### config.mk
export PLATFORM = sky130hd
export DESIGN_NAME = wb_display7seg
export DESIGN_NICKNAME = d
export VERILOG_FILES = /design/src/rtl/wb_display7seg_pkg.sv /design/src/rtl/wb_display7seg_decode.sv /design/src/rtl/wb_display7seg.sv
export SDC_FILE = /design/constraint.sdc
export NUM_CORES = 1
export LEC_CHECK = 0
export ABC_AREA = 0
export BUFFER_PORTS_ARGS = -buffer_cell sky130_fd_sc_hd__buf_2
export CORE_UTILIZATION = 45
export DETAILED_ROUTE_END_ITERATION = 10
export PLACE_DENSITY_LB_ADDON = 0.15
export SLEW_MARGIN = 20
export SYNTH_ARGS = -nofsm -noshare
export SYNTH_HDL_FRONTEND = slang
export SYNTH_SLANG_ARGS = --single-unit
### constraint.sdc
create_clock -name clk_in_1 -period 4.35 [get_ports clk_in_1]
set_input_delay 0.435 -clock clk_in_1 [delete_from_list [all_inputs] [get_ports clk_in_1]]
set_output_delay 0.435 -clock clk_in_1 [all_outputs]
set_load 0.1 [all_outputs]
### src/rtl/wb_display7seg_pkg.sv
// Shared constants for the Wishbone 7-segment display controller:
// register offsets, CTRL layout/reset value and the hex segment table.
package wb_display7seg_pkg;

  localparam logic [1:0] OFF_DATA   = 2'd0;
  localparam logic [1:0] OFF_CTRL   = 2'd1;
  localparam logic [1:0] OFF_STATUS = 2'd2;

  localparam int         CTRL_W         = 5;
  localparam int         CTRL_BLANK_BIT = 4;
  localparam logic [4:0] CTRL_RESET     = 5'h0F;

  localparam logic [6:0] SEG_BLANK = 7'h7F;

  // Active-low segments, bit6 = a ... bit0 = g, indexed by nibble value.
  localparam logic [6:0] SEG_TABLE [16] = '{
    7'h01, 7'h4F, 7'h12, 7'h06, 7'h4C, 7'h24, 7'h20, 7'h0F,
    7'h00, 7'h04, 7'h08, 7'h60, 7'h31, 7'h42, 7'h30, 7'h38
  };

endpackage

### src/rtl/wb_display7seg_decode.sv
// Combinational hex nibble to active-low 7-segment pattern.
module seg7_hex_decode
  import wb_display7seg_pkg::*;
(
  input  logic [3:0] nibble,
  output logic [6:0] seg
);

  // Table lookup of the segment pattern for the nibble.
  always_comb begin
    seg = SEG_TABLE[nibble];
  end

endmodule

### src/rtl/wb_display7seg.sv
// Wishbone slave driving a 4-digit multiplexed 7-segment display.
// DATA holds four hex nibbles, CTRL holds a per-digit enable mask and a
// blank-all bit, STATUS exposes the digit currently being scanned.
module wb_display7seg
  import wb_display7seg_pkg::*;
#(
  parameter int CLK_DIV = 50000
) (
  input  logic        clk_in_1,
  input  logic        reset,
  input  logic [31:0] wb_adr_i,
  input  logic [31:0] wb_dat_i,
  output logic [31:0] wb_dat_o,
  input  logic [3:0]  wb_sel_i,
  input  logic        wb_cyc_i,
  input  logic        wb_stb_i,
  input  logic        wb_we_i,
  output logic        wb_ack_o,
  output logic [6:0]  segments,
  output logic [3:0]  catodo
);

  localparam int              CNT_W  = (CLK_DIV > 2) ? $clog2(CLK_DIV) : 1;
  localparam logic [CNT_W-1:0] CNT_TC = CNT_W'(CLK_DIV - 1);

  logic [CNT_W-1:0]  prescale;
  logic [1:0]        digit;
  logic [15:0]       data_q;
  logic [CTRL_W-1:0] ctrl_q;
  logic              ack_q;
  logic              req;
  logic              wrap;
  logic [1:0]        offset;
  logic [31:0]       rdata;
  logic [3:0]        nibble;
  logic [6:0]        dec_seg;
  logic              digit_on;
  logic              unused_ok;

  assign unused_ok = ^{wb_adr_i[31:4], wb_adr_i[1:0], wb_dat_i[31:16], wb_sel_i[3:2]};

  assign req      = wb_cyc_i & wb_stb_i & ~ack_q;
  assign wrap     = (prescale == CNT_TC);
  assign offset   = wb_adr_i[3:2];
  assign wb_ack_o = ack_q;

  // Prescaler runs continuously; each wrap advances the scanned digit.
  always_ff @(posedge clk_in_1 or posedge reset) begin
    if (reset) begin
      prescale <= '0;
      digit    <= 2'd0;
    end else if (wrap) begin
      prescale <= '0;
      digit    <= digit + 2'd1;
    end else begin
      prescale <= prescale + 1'b1;
    end
  end

  // Register file writes, byte lanes gated by wb_sel_i.
  always_ff @(posedge clk_in_1 or posedge reset) begin
    if (reset) begin
      data_q <= 16'h0000;
      ctrl_q <= CTRL_RESET;
    end else if (req && wb_we_i) begin
      if (offset == OFF_DATA) begin
        if (wb_sel_i[0]) data_q[7:0]  <= wb_dat_i[7:0];
        if (wb_sel_i[1]) data_q[15:8] <= wb_dat_i[15:8];
      end else if (offset == OFF_CTRL) begin
        if (wb_sel_i[0]) ctrl_q <= wb_dat_i[CTRL_W-1:0];
      end
    end
  end

  // Read mux; unmapped offset returns zero.
  always_comb begin
    rdata = 32'h0;
    case (offset)
      OFF_DATA:   rdata = {16'h0, data_q};
      OFF_CTRL:   rdata = {{(32-CTRL_W){1'b0}}, ctrl_q};
      OFF_STATUS: rdata = {30'h0, digit};
      default:    rdata = 32'h0;
    endcase
  end

  // Single-cycle ack per request; read data captured on the acking edge.
  always_ff @(posedge clk_in_1 or posedge reset) begin
    if (reset) begin
      ack_q    <= 1'b0;
      wb_dat_o <= 32'h0;
    end else begin
      ack_q <= req;
      if (req && !wb_we_i) wb_dat_o <= rdata;
    end
  end

  assign nibble   = data_q[{digit, 2'b00} +: 4];
  assign digit_on = ctrl_q[digit] & ~ctrl_q[CTRL_BLANK_BIT];

  seg7_hex_decode u_decode (
    .nibble (nibble),
    .seg    (dec_seg)
  );

  // ---- output stage: registered segment and digit-select drive ----
  always_ff @(posedge clk_in_1 or posedge reset) begin
    if (reset) begin
      segments <= SEG_BLANK;
      catodo   <= 4'b1111;
    end else if (digit_on) begin
      segments <= dec_seg;
      catodo   <= ~(4'b0001 << digit);
    end else begin
      segments <= SEG_BLANK;
      catodo   <= 4'b1111;
    end
  end

endmodule

* Word level (Yosys, flattened, before mapping)
Memory sizes are Yosys's and may differ from the RTL's.
Cells that the tools add are included.
** Word-level totals
- Input bits :: 73
- Bits in read-only memories :: 112
- Output and inout bits :: 44
- Logic and storage cells :: 42
- Memories kept :: 1
- Flip-flop bits (word level) :: 83
** Cells by class
- Mux-type cells :: 8
- Add/sub/neg operators :: 2
- Reductions and logical operators :: 7
- Bitwise logic cells :: 8
- Shift-type cells :: 2
- Equality and inequality tests :: 3
- Order comparisons :: 2
** Memories
- (name not given) :: depth 16, width 7, rd ports 1, clocked after memory_dff 0, wr ports 0, line wb_display7seg_decode.sv:11 : seg = SEG_TABLE[nibble];
** Operator list (count)
- $pmux 16 s3 :: 1
- $mux 7 :: 3
- $add 16x1->16 const B :: 1
- $eq 16x16->1 const B :: 1
- $mux 16 :: 1
- $shiftx 16x5->4 :: 1
- $reduce_and 3->1 :: 2
- $ge 5x5->1 const B :: 1
- $not 4->5 :: 1
- $lt 2x4->1 const B :: 1
- $mux 4 :: 1
- $not 4->4 :: 1
- $reduce_and 4->1 :: 1
- $shl 1x2->4 const A :: 1
- $and 1x1->1 :: 3
- $not 1->1 :: 3
- $add 2x1->2 const B :: 1
- $bmux 1 s2 :: 1
- $eq 2x1->1 const B :: 1
- $eq 2x2->1 const B :: 1
- $logic_and 1x1->1 :: 2
- $logic_not 2->1 :: 1
- $logic_not 1->1 :: 1
- $mux 1 :: 1

* Depth between registers and ports, before layout
- Depth in word-level cells :: 6
- Depth in mapped cells :: 7
- Gate-level depth less buffers :: 6

* By module
From an unflattened synthesis, not the netlist that was laid out.
** Unflattened totals
- Cells, all modules :: 291
- Area, all modules :: 3261.9 um^2
** By module, submodules not included
- wb_display7seg :: area each 3009.1 um^2, instances 1, cells an instance 255, seq. area each 1695.4 um^2
- seg7_hex_decode :: area each 252.7 um^2, instances 1, cells an instance 36, seq. area each 0.0 um^2

* Worst setup path before layout
Ideal clock, no wire load.
- Path type :: flip-flop to flip-flop
- Start :: register ack_q (netlist: wb_ack_o)
- End :: register data_q[0]
- Period minus slack after synthesis :: 2.146 ns
- Slack :: 2.204 ns
- Library setup time :: 0.125 ns
- Data arrival time :: 2.021 ns
- Stages on the path, launching flop included :: 6
- Path buffers :: 1
- Data required time :: 4.225 ns
- Cells stage by stage :: dfrtp_1 -> and3b_1 -> buf_2 -> nand3_1 -> nor3_2 -> mux2_2
** On the way
- Longest elaborated chain between the ends :: 4
** Ends and longest elaborated chain
- start: declaration :: line wb_display7seg.sv:30 : logic ack_q;
- start signal: assignment :: line wb_display7seg.sv:92 : ack_q <= req;
- $not 1->1 :: line wb_display7seg.sv:42 : assign req = wb_cyc_i & wb_stb_i & ~ack_q;
- $and 1x1->1 :: line wb_display7seg.sv:42
- named net req :: line wb_display7seg.sv:31 : logic req;
- $logic_and 1x1->1 :: line wb_display7seg.sv:65 : end else if (req && wb_we_i) begin
- $reduce_and 3->1 (no source line)
- end signal: assignment :: line wb_display7seg.sv:67 : if (wb_sel_i[0]) data_q[7:0] <= wb_dat_i[7:0];
- end: declaration :: line wb_display7seg.sv:28 : logic [15:0] data_q;
The timed path passes the listed nets, and every way through them passes these cells.
A chain may end at the register's enable or synchronous reset.

* Worst setup path in the final report
- Start :: register digit[1]
- End :: register segments[3]
** On the way
- Longest elaborated chain between the ends :: 6
- Elaborated cells on any way between the ends :: 9
- Those cells by class :: shift: 1; mux: 5; bitwise: 2; memory: 1
** Ends and longest elaborated chain
- start: declaration :: line wb_display7seg.sv:27 : logic [1:0] digit;
- start signal: assignment :: line wb_display7seg.sv:54 : digit <= digit + 2'd1;
- $shiftx 16x5->4 :: line wb_display7seg.sv:97 : assign nibble = data_q[{digit, 2'b00} +: 4];
- $not 4->5 (not written as such) :: line wb_display7seg_decode.sv:11
- $mem_v2 16x7
- $mux 7 (not written as such) (2 in series) :: line wb_display7seg_decode.sv:11
- $mux 7 (*) :: line wb_display7seg.sv:110 : end else if (digit_on) begin
- end signal: assignment :: line wb_display7seg.sv:111 : segments <= dec_seg;
- end: declaration :: line wb_display7seg.sv:19 : output logic [6:0] segments,
Mark *: on every way between the ends. The rest lies on a longest branch, timed or not. The select of a mux whose other input is x is not followed.

==> reports/qor.yml <==
grt:
  grt.met2_usage: 0.282
  met3_usage: 0.0381
  met1_usage: 0.232
  busiest_layer: "met2"
  grt_util_all_layers: 0.178
  grt_antenna_before_repair: 0
  grt_pass1_wl_um: 9930
  grt_pass1_vias: 2139
  grt_max_degree: 68
  grt_overflow: 0
yosys:
  synthFlopType: "dfrtp_1"
  synthAdderAreaFrac: 0.0430
  muxShareOfSynthArea: 0.131
  synth-compound-area-share: 0.0613
  synth_edf_count: 0
  synth_xor_area_frac: 0.0410
  async_reset_ff_frac: 1.00
  ys_ff_latch: 67
  synth_area_mm2: 0.00320
  ys_seq_area_frac: 0.529
  synth-simple-area-share: 0.127
  synth_top_family_by_area: "multiplexers"
  yosys_warnings: 0
  yosysUniqueCellTypes: 36
  synthCells: 280
  syn_area_per_cell_um2: 11.4
final_layout:
  final_nets: 416
  area_delta_synth_final_pct: 15.2
  drive_above_1_share: 0.344
  final_cell_mix: "52 x dfrtp_1, 52 x buf_2, 37 x nand2_1"
  fin_util: 0.540
  antenna_cells: 0
detailed_routing:
  wl_per_cell_um: 13.7
  drc: 0
  vias_per_cell: 4.85
  num_vias: 2098
  final_antenna_net_count: 0
  firstDrtPassIters: 4
  drt-initial-drc-count: 34
  routed_wl_um: 5910
setup_path:
  crit_type: "flop to flop"
  cp.arrival_ps: 2380
  r2r_slack_ps: 2230
  cp-startpoint: "digit[1]"
  crit_path_max_fanout: 10
  critPathCaptureType: "flop"
  crit_required_ps: 4610
  start_kind: "flop"
  setup.worst_path.end: "segments[3]"
  rr_endpoint: "segments[3]"
  rr_startpoint: "digit[1]"
  reg2regPathDepth: 6
die:
  die_h_um: 86.4
  die_w_um: 86.4
  core-area_mm2: 0.00683
  start_util: 0.469
  num_io_pins: 117
  die_area_mm2: 0.00746
  row_count: 30
clocking:
  clk_latency_ps: 340
  cts_resized: 0
  cts_hold_buf: 0
  htree_levels: 3
  cts_buffers: 9
  root_buffer: "clkbuf_8"
  cts_tree: "done"
  path_clk_slew_ps: 80
  cts_sinks: 67
  clockBufferDepth: 2
  post-cts-setup-buffers: 0
sta:
  finalWorstPathRequiredPeriod_ps: 2120
  setup_viol: 0
  rsz0062_at_grt: "no"
  relSlewSlack: 0.370
  max_freq_mhz: 472
  slew_violations: 0
  fin_crit_sh: 0.488
  fin_setup_tns_ps: 0
  hold_viol: 0
  tightest_slew_ps: 945
  skew_ps: 9.78
power_and_ir_drop:
  power_density_mw_per_mm2: 484
  leakagePower_nw: 1.70
  peakVddDrop_mv: 0.218
  power_mw: 1.79
job:
  drv_cap: 0
status:
  outcome: "finished clean"
placement:
  port_buffers: 52
  hpwl_um: 4140
  gp_congestion: 0.779
hold_path:
  hp-class: "primary input to asynchronous set/reset pin"
==> stage by stage <==
step	worst slack [ps]	instances	instance area, um2	hold slack, ps
after floorplan	2200	295	3260	452
after global placement	1900	417	3480	454
after detailed placement	1850	417	3480	462
after CTS	2200	433	3690	306
after global routing	2060	433	3690	316
final	2230	433	3690	318
==> cells in the mapped netlist, types with 6 or more instances <==
cell,n,share of area
nand2_1,37,0.043
o21ai_0,15,0.023
dfstp_2,15,0.12
mux2i_1,6,0.019
buf_4,17,0.040
nand4_1,6,0.012
dfrtp_1,52,0.41
ha_1,11,0.043
mux2_2,22,0.077
nor2_1,16,0.019
inv_1,9,0.011
clkbuf_1,7,0.0082
xnor2_1,11,0.030
==> flip-flops by register name, summed over array words and instances, names as in the netlist <==
register  count
digit         2
ctrl_q        5
data_q       16
prescale     16
catodo        4
wb_dat_o     16
segments      7
wb_ack_o      1
==> layout make-up <==
class	instances	area (um2)
clock buffer	9	124
clock inverter	7	92.6
fill	657	3140
inverter	9	33.8
multi-input combinational	191	1350
sequential	67	1700
tap	96	120
timing repair buffer	54	275
==> layer usage <==
layer | up-vias | part of all wire | wire length, um
met5 | - | 0 | 0
li1 | 1029 | - | -
met1 | 1016 | 0.48 | 2870
met2 | 44 | 0.46 | 2750
met4 | 0 | 0.019 | 112
met3 | 9 | 0.032 | 187
==> how the worst min path moves through the flow <==
stage,startpoint,to,cells after the start
3_5_place_dp,wb_dat_o[3],wb_dat_o[3],2
5_1_grt,wb_dat_i[13],data_q[13],2
3_3_place_gp,wb_dat_o[3],wb_dat_o[3],2
4_1_cts,wb_dat_i[10],data_q[10],2
6_report,reset,data_q[10],3
2_1_floorplan,prescale[0],prescale[0],1
==> where the power goes <==
group | switching [mW] | internal, mW
Clock | 0.240 | 0.321
Combinational | 0.380 | 0.102
Sequential | 0.0402 | 0.702
Total | 0.660 | 1.13
==> logic make-up (layout without fill, tap and decap cells) <==
group | count (synthesis) | after routing
adder cells (fa/ha/maj) | 11 | 11
multiplexers | 33 | 33
buffers and inverters | 37 | 79
AO/OA/AOI/OAI | 32 | 32
XOR/XNOR | 15 | 15
other | 1 | 16
flip-flops | 67 | 67
AND/OR/NAND/NOR | 84 | 84
==> critical path, cell delays in order, from the launching register on <==
cell and delay (ps):
dfrtp_1 630, mux4_2 630, inv_1 170, ha_1 260, nor2_1 110, a211oi_1 60, o21ai_0 190
Power figures use the tool's default switching activity.
